--- config.mk ---
export PLATFORM = sky130hd
export DESIGN_NAME = ccff_chain_loader
export DESIGN_NICKNAME = d
export VERILOG_FILES = /design/src/rtl/ccff_loader_pkg.sv /design/src/rtl/ccff_crc16_serial.sv /design/src/rtl/ccff_chain_loader.sv
export SDC_FILE = /design/constraint.sdc
export NUM_CORES = 1
export LEC_CHECK = 0
export ABC_AREA = 0
export BUFFER_PORTS_ARGS = -buffer_cell sky130_fd_sc_hd__buf_2
export CAP_MARGIN = 20
export CORE_UTILIZATION = 36
export DETAILED_ROUTE_END_ITERATION = 8
export HOLD_SLACK_MARGIN = 0.1
export REMOVE_ABC_BUFFERS = 1
export SLEW_MARGIN = 20
export SYNTH_ARGS = -nofsm -noshare
export SYNTH_HDL_FRONTEND = slang
export SYNTH_HIERARCHICAL = 1
export SYNTH_SLANG_ARGS = --single-unit
--- constraint.sdc ---
create_clock -name prog_clk -period 2.1 [get_ports prog_clk]
set_input_delay 0.315 -clock prog_clk [delete_from_list [all_inputs] [get_ports prog_clk]]
set_output_delay 0.315 -clock prog_clk [all_outputs]
set_load 0.1 [all_outputs]
--- src/rtl/ccff_loader_pkg.sv ---
// Shared state encoding, CRC constants and word-count helpers for the
// configuration-chain loader.
package ccff_loader_pkg;

   typedef enum logic [1:0] {
      ST_IDLE,
      ST_WAIT_WORD,
      ST_SHIFT,
      ST_DONE
   } loader_state_t;

   localparam logic [15:0] CRC_POLY = 16'h1021;
   localparam logic [15:0] CRC_INIT = 16'hFFFF;

   // Number of host words needed to cover the whole chain.
   function automatic int num_words(input int chain_len, input int word_w);
      return (chain_len + word_w - 1) / word_w;
   endfunction

   // Bits taken from the final word; a full word when the chain is an exact multiple.
   function automatic int last_bits(input int chain_len, input int word_w);
      return ((chain_len % word_w) == 0) ? word_w : (chain_len % word_w);
   endfunction

endpackage

--- src/rtl/ccff_crc16_serial.sv ---
// Bit-serial CRC-16/CCITT (poly 0x1021, MSB-first) used to compress the
// readback stream coming off the end of the configuration chain.
module ccff_crc16_serial
   import ccff_loader_pkg::*;
(
   input  logic        clk,
   input  logic        rst_n,
   input  logic        clear,
   input  logic        en,
   input  logic        bit_in,
   output logic [15:0] crc
);

   logic fb;

   assign fb = crc[15] ^ bit_in;

   always_ff @(posedge clk or negedge rst_n) begin
      if (!rst_n) begin
         crc <= CRC_INIT;
      end else if (clear) begin
         crc <= CRC_INIT;
      end else if (en) begin
         crc <= {crc[14:0], 1'b0} ^ (fb ? CRC_POLY : 16'h0000);
      end
   end

endmodule

--- src/rtl/ccff_chain_loader.sv ---
// Serializes host bitstream words onto a fabric configuration chain and
// CRCs the bits returned on ccff_tail.
//
// state        | meaning
// -------------+---------------------------------------------------------
// ST_IDLE      | out of reset, waiting for start
// ST_WAIT_WORD | cfg_ready high, waiting for the next bitstream word
// ST_SHIFT     | one chain bit per cycle; prefetches on the last word bit
// ST_DONE      | whole chain shifted, done high until the next start
module ccff_chain_loader
   import ccff_loader_pkg::*;
#(
   parameter int CHAIN_LEN = 68,
   parameter int WORD_W    = 32,
   parameter int CNT_W     = $clog2(CHAIN_LEN + 1)
) (
   input  logic              prog_clk,
   input  logic              pReset,
   input  logic              start,
   input  logic [WORD_W-1:0] cfg_data,
   input  logic              cfg_valid,
   output logic              cfg_ready,
   output logic              ccff_head,
   output logic              ccff_shift_en,
   input  logic              ccff_tail,
   output logic              busy,
   output logic              done,
   output logic [15:0]       tail_crc
);

   localparam int WB_W = $clog2(WORD_W + 1);

   loader_state_t     state;
   logic [WORD_W-1:0] sreg;
   logic [WB_W-1:0]   wbits;
   logic [WB_W-1:0]   ld_bits;
   logic [CNT_W-1:0]  remaining;
   logic [CNT_W-1:0]  rem_at_load;
   logic              crc_clear;

   assign crc_clear = start && ((state == ST_IDLE) || (state == ST_DONE));

   // A prefetch in SHIFT loads after the current bit, so one fewer bit is left.
   always_comb begin
      rem_at_load = (state == ST_SHIFT) ? (remaining - CNT_W'(1)) : remaining;
      if (int'(rem_at_load) >= WORD_W) begin
         ld_bits = WB_W'(WORD_W);
      end else begin
         ld_bits = WB_W'(rem_at_load);
      end
   end

   always_ff @(posedge prog_clk or negedge pReset) begin
      if (!pReset) begin
         state         <= ST_IDLE;
         sreg          <= '0;
         wbits         <= '0;
         remaining     <= '0;
         cfg_ready     <= 1'b0;
         ccff_head     <= 1'b0;
         ccff_shift_en <= 1'b0;
         busy          <= 1'b0;
         done          <= 1'b0;
      end else begin
         unique case (state)
            ST_IDLE, ST_DONE: begin
               if (start) begin
                  state     <= ST_WAIT_WORD;
                  remaining <= CNT_W'(CHAIN_LEN);
                  done      <= 1'b0;
                  busy      <= 1'b1;
                  cfg_ready <= 1'b1;
               end
            end
            ST_WAIT_WORD: begin
               if (cfg_valid) begin
                  state         <= ST_SHIFT;
                  sreg          <= cfg_data;
                  wbits         <= ld_bits;
                  ccff_head     <= cfg_data[0];
                  ccff_shift_en <= 1'b1;
                  cfg_ready     <= 1'b0;
               end
            end
            ST_SHIFT: begin
               sreg      <= sreg >> 1;
               wbits     <= wbits - WB_W'(1);
               remaining <= remaining - CNT_W'(1);
               if (wbits == WB_W'(1)) begin
                  if (remaining == CNT_W'(1)) begin
                     state         <= ST_DONE;
                     done          <= 1'b1;
                     busy          <= 1'b0;
                     ccff_shift_en <= 1'b0;
                     cfg_ready     <= 1'b0;
                  end else if (cfg_valid) begin
                     sreg      <= cfg_data;
                     wbits     <= ld_bits;
                     ccff_head <= cfg_data[0];
                     cfg_ready <= 1'b0;
                  end else begin
                     state         <= ST_WAIT_WORD;
                     ccff_shift_en <= 1'b0;
                     cfg_ready     <= 1'b1;
                  end
               end else begin
                  ccff_head <= sreg[1];
                  // Open the prefetch window on the word's last bit unless it ends the chain.
                  cfg_ready <= (wbits == WB_W'(2)) && (remaining != CNT_W'(2));
               end
            end
            default: state <= ST_IDLE;
         endcase
      end
   end

   ccff_crc16_serial u_crc (
      .clk    (prog_clk),
      .rst_n  (pReset),
      .clear  (crc_clear),
      .en     (ccff_shift_en),
      .bit_in (ccff_tail),
      .crc    (tail_crc)
   );

endmodule

---- Yosys cells after proc, flatten, opt, wreduce, memory -nomap -nowiden ----
Index checks and enable logic that the tools add are counted.
storage, ports and cells
  register bits after elaboration ......... 68
  latch bits .............................. 0
  bits in writable memories ............... 0
  ROM bits ................................ 0
  input bits .............................. 37
  output and inout bits ................... 21
  logic and storage cells ................. 88
  memories kept ........................... 0
cells by class
  $add $sub $neg .......................... 2
  multipliers ............................. 0
  div/mod/pow operators ................... 0
  magnitude comparators ................... 1
  equality and inequality tests ........... 13
  shifts and indexed selects .............. 0
  muxes and demuxes ....................... 45
  bitwise gates (word level) .............. 2
  reductions and logical operators ........ 15
operators with widths
  kind                                                                                  number
  32-bit two-way mux                                                                    4
  32-bit case mux with 2 select lines                                                   1
  16-bit two-way mux                                                                    2
  6-bit two-way mux                                                                     5
  1-bit two-way mux                                                                     17
  16-bit bitwise XOR                                                                    1
  7-bit two-way mux                                                                     2
  7-bit case mux with 2 select lines                                                    1
  13-bit two-way mux                                                                    1
  6-bit case mux with 2 select lines                                                    1
  4-bit AND reduction                                                                   3
  2-bit two-way mux                                                                     5
  1-bit case mux with 2 select lines                                                    4
  2-bit AND reduction                                                                   4
  7-bit by 1-bit == test with 1-bit output (second input constant)                      1
  7-bit by 6-bit greater-or-equal comparator with 1-bit output (second input constant)  1
  7-bit by 2-bit != test with 1-bit output (second input constant)                      1
  7-bit by 1-bit subtractor with 7-bit output (second input constant)                   1
  6-bit by 1-bit == test with 1-bit output (second input constant)                      1
  6-bit by 2-bit == test with 1-bit output (second input constant)                      1
  2-bit case mux with 3 select lines                                                    1
  2-bit nonzero test                                                                    3
  6-bit by 1-bit subtractor with 6-bit output (second input constant)                   1
  2-bit == test (second input constant)                                                 2
  other kinds (11)                                                                      14

---- Longest topological paths before layout ----
  depth after elaboration ................. 8
  depth in mapped cells ................... 9

---- Modules after synthesis ----
The synthesis kept the hierarchy.
modules (own cells, without submodules)
  module             instances  cells an instance  area an instance (µm²)  seq. area each (µm²)
  ccff_chain_loader  1          335                2946.6                  1276.2
  ccff_crc16_serial  1          56                 740.7                   420.4

---- Worst setup path before layout ----
No wires, ideal clock.
  kind .................................... register -> register
  from .................................... reg remaining[0]
  to ...................................... reg wbits[4]
  setup time .............................. 0.126 ns
  arrival time ............................ 1.774 ns
  required time ........................... 1.974 ns
  slack ................................... 0.200 ns
  stages on the path, launching flop included .. 8
  path buffers ............................ 0
  cell sequence ........................... dfrtp_1 > inv_1 > ha_1 > nor2b_1 > a31oi_1 > a2bb2oi_1 > nor2_1 > a221o_1
on the way
  cells in the longest elaborated chain, start to end .. 8
ends and longest elaborated chain
  item                                                          RTL line                 text
  start, declared                                               ccff_chain_loader.sv:37  logic [CNT_W-1:0] remaining;
  start signal, assigned                                        ccff_chain_loader.sv:69  remaining <= CNT_W'(CHAIN_LEN);
  start signal, assigned                                        ccff_chain_loader.sv:88  remaining <= remaining - CNT_W'(1);
  7-bit by 1-bit subtractor with 7-bit output                   ccff_chain_loader.sv:45  rem_at_load = (state == ST_SHIFT) ? (remaining - CNT_W'(1)) : remaining;
  7-bit two-way mux                                             ccff_chain_loader.sv:45
  7-bit by 6-bit greater-or-equal comparator with 1-bit output  ccff_chain_loader.sv:46  if (int'(rem_at_load) >= WORD_W) begin
  6-bit two-way mux                                             ccff_chain_loader.sv:46
  6-bit two-way mux                                             ccff_chain_loader.sv:96  end else if (cfg_valid) begin
  6-bit two-way mux                                             ccff_chain_loader.sv:90  if (remaining == CNT_W'(1)) begin
  6-bit two-way mux                                             ccff_chain_loader.sv:89  if (wbits == WB_W'(1)) begin
  6-bit case mux with 2 select lines *                          ccff_chain_loader.sv:65  unique case (state)
  end signal, assigned                                          ccff_chain_loader.sv:79  wbits <= ld_bits;
  end signal, assigned                                          ccff_chain_loader.sv:87  wbits <= wbits - WB_W'(1);
  end signal, assigned                                          ccff_chain_loader.sv:98  wbits <= ld_bits;
  end, declared                                                 ccff_chain_loader.sv:35  logic [WB_W-1:0] wbits;
Mark *: on every way between the ends. The rest lies on a longest branch, timed or not. The select of a mux whose other input is x is not followed.
A chain may end at the register's enable or synchronous reset.

---- Final worst setup path ----
  from .................................... reg remaining[3]
  to ...................................... reg sreg[23]
on the way
  cells in the longest elaborated chain, start to end .. 4
ends and longest elaborated chain
  item                                      RTL line                 text
  7-bit by 1-bit == test with 1-bit output  ccff_chain_loader.sv:90
  32-bit two-way mux                        ccff_chain_loader.sv:90
  32-bit two-way mux                        ccff_chain_loader.sv:89
  32-bit case mux with 2 select lines       ccff_chain_loader.sv:65
  end signal, assigned                      ccff_chain_loader.sv:78  sreg <= cfg_data;
  end signal, assigned                      ccff_chain_loader.sv:86  sreg <= sreg >> 1;
  end signal, assigned                      ccff_chain_loader.sv:97  sreg <= cfg_data;
  end, declared                             ccff_chain_loader.sv:34  logic [WORD_W-1:0] sreg;
No other way between the ends.

==> summary.md <==
| Metric | Value |
|---|---|
| Sw power | `about 0.0037 W` |
| Clk sinks | `between 60 and 70` |
| Maxcap violations | `0` |
| Die area | `roughly 11,000 sq um` |
| Port Buffer Count | `57` |
| Root buf cell | `clkbuf_8` |
| Synth Flop Type | `dfrtp_1` |
| Met1 Use GR | `22.2%` |
| Die height | `103 um` |
| Residual DRC | `0` |
| WP data arrival | `2270 ps` |
| Distinct cells, synth | `48` |
| Layout cell share with drive strength beyond 1 | `about a third` |
| Worst Setup SP | `remaining[3]` |
| GRT Total Usage | `between 10% and 20%` |
| Hold slack | `190 ps` |
| DR vias/cell | `between 5 and 6` |
| Cell internal pwr | `between 0.004 and 0.005 W` |
| Die Wd | `around 100 um` |
| Vias | `3,010` |
| Unrepaired setup endpoints after global routing | `true` |
| Logic pwr share | `54.0%` |
| Worst-path maximum fanout | `16` |
| Post-DP HPWL | `5520 um` |
| HP Start | `cfg_data[19]` |
| Static leakage | `2.00 nW` |
| Worst hold path type | `in -> reg` |
| Setup crit start kind | `flop` |
| WP data required | `2370 ps` |
| Fin nets | `508` |
| Clock share of power | `15.3%` |
| Rows | `36` |
| GP Congestion | `0.809` |
| Global-route wire length before repair | `13,600 um` |
| Clk buf depth | `2` |
| Core box area | `a little under 10,000 sq um` |
| RR Startpoint | `remaining[3]` |
| Clk Latency, worst-skew pair | `340 ps` |
| Pwr Density | `1710 nW/um^2` |
| Mapped Cells | `391` |
| Top achievable clock speed | `501 MHz` |
| Most frequent cells in the layout | `buf_2, dfrtp_1, nand2_1, nor2_1, a21oi_1` |
| Placed cells | `581` |
| Run status | `completed` |
| VDD IR max | `approximately 0.76 mV` |
| Post-DR wirelength/cell | `between 10 and 15 um` |
| Fin Clk Skew | `5.58 ps` |
| Minimum clock period | `2000 ps` |
| P&R area growth vs syn | `22.6%` |
| GR Layer Usage met2 | `26.8%` |
| 1st-pass router iterations | `5` |
| DRT iter0 DRCs | `about 170` |
| Io pins | `58` |
| Crit end category | `flop` |
| Switching share of power | `47.4%` |
| Flops & latches, synth | `67` |
| Num CTS Buffers | `9` |
| # H-tree levels | `3` |
| Mean Syn Cell Area | `9.43 sq um` |
| Yosys warns | `6` |
| Asr flop ratio synth | `100%` |
| Non-Filler Instances | `599` |
| Starting Density | `37.4%` |
| Final setup vio count | `0` |
| Synthesized area | `3690 sq um` |
| Met3 GRT Util | `roughly 3.6%` |
| Fin crit share | `95.1%` |
| Slew HR | `66.9%` |
| Antenna violations before repair | `0` |
| Antenna diodes | `0` |
| Kind of critical path | `reg -> reg` |
| Clk pin slew, worst setup/hold paths | `80 ps` |
| Vias in the first global route | `2,865` |
| Post-synthesis sequential area ratio | `46.0%` |
| Number of synthesized flops with an enable pin | `0` |
| Antenna-violating nets left | `0` |
| Final Hold Viols | `0` |
| Pin count of the biggest net entering global routing | `about 50` |
| CTS tree | `done` |
| Grt ovf | `0` |
| Drt total wl | `slightly above 8000 um` |
| Sequential power share | `30.8%` |
| Worst-Margin Slew | `496 ps` |
| Slew Limit Fails | `0` |
| GR peak layer | `met2` |
| Commonest non-fill, non-tap cell in the layout | `buf_2` |
[cell families (layout without fill, tap and decap cells)]
kind of cell	Yosys count	count (layout)	share of synthesized area, %
buffers and inverters	35	110	4.92
DFF	67	67	46.0
muxes	6	6	1.70
and+or+nand+nor	142	142	17.8
adders and majority gates	10	10	3.39
AOI/OAI and AO/OA	126	126	24.1
xor gates and xnor gates	5	5	2.00
[power groups by stage]
stage          logic [W]  clock network, W  registers [W]
2_1_floorplan    0.00203                 0        0.00346
3_3_place_gp     0.00409                 0        0.00239
3_5_place_dp     0.00414                 0        0.00240
4_1_cts          0.00415           0.00122        0.00238
5_1_grt          0.00458           0.00129        0.00246
6_report         0.00418           0.00118        0.00238
[through the flow]
stage,utilization (%),instance area (sq um),setup slack [ps],TNS [ps],total power (W)
after floorplan,-,3550,-993,-31100,0.00550
after global placement,43.2,4260,153,0,0.00647
after detailed placement,43.2,4260,109,0,0.00654
after CTS,45.5,4490,106,0,0.00776
after global routing,45.8,4520,-4.58,-5.92,0.00833
final,45.8,4520,103,0,0.00774
[worst max-delay path, stage by stage (launching register included)]
cell and delay [ps]:
dfrtp_1 430, or4_4 560, o2111ai_2 250, and2_2 260
clkbuf_16 210, a21oi_1 80, a21oi_1 140
[path summary, 6_finish.rpt]
path | slack, ps | depth (start not counted) | endpoint
setup / recovery | 100 | 6 | sreg[23]
setup reg to reg | 100 | 6 | sreg[23]
min in group asynchronous | 460 | 2 | state[0]
max in group asynchronous | 960 | 3 | u_crc/crc[8]
hold reg to reg | 530 | 2 | sreg[15]
hold / removal | 190 | 3 | sreg[19]
[per-layer routing]
| layer | part of all wire (%) | vias to the layer above |
|---|---|---|
| met5 | 0 | - |
| met2 | 45 | 85 |
| met4 | 1.1 | 0 |
| met3 | 5.0 | 8 |
| li1 | - | 1505 |
| met1 | 49 | 1412 |
[Yosys cell counts (7+ instances only)]
master / n / area (sq um)
a21oi_1: 43 / 215
a211o_1: 16 / 140
o21ai_0: 9 / 45.0
dfstp_2: 16 / 420
dfrtp_1: 51 / 1280
ha_1: 10 / 125
nor2b_1: 23 / 144
inv_1: 10 / 37.5
buf_2: 7 / 35.0
nand3_1: 7 / 35.0
nand2_1: 47 / 176
nor2_1: 47 / 176
clkbuf_1: 12 / 45.0
a21oi_2: 29 / 254
[flip-flops by register name, summed over array words and instances, names as in the netlist]
name           flops
state              2
wbits              6
busy               1
cfg_ready          1
sreg              31
u_crc/crc         16
ccff_head          1
remaining          7
done               1
ccff_shift_en      1
[cell type report]
type / instances / area (sq um)
Fill cell: 953 / 5340
Multi-Input combinational cell: 289 / 1820
Sequential cell: 67 / 1700
Timing Repair Buffer: 83 / 578
Tap cell: 133 / 166
Clock buffer: 9 / 124
Clock inverter: 7 / 92.6
Inverter: 11 / 45.0
[what timing repair did]
action	CTS	global route
hold endpoints to repair	19	0
gates resized for setup	0	4
hold buffers	1	0
buffers inserted	0	0
endpoints found under the setup margin	0	5
Power figures use the tool's default switching activity.
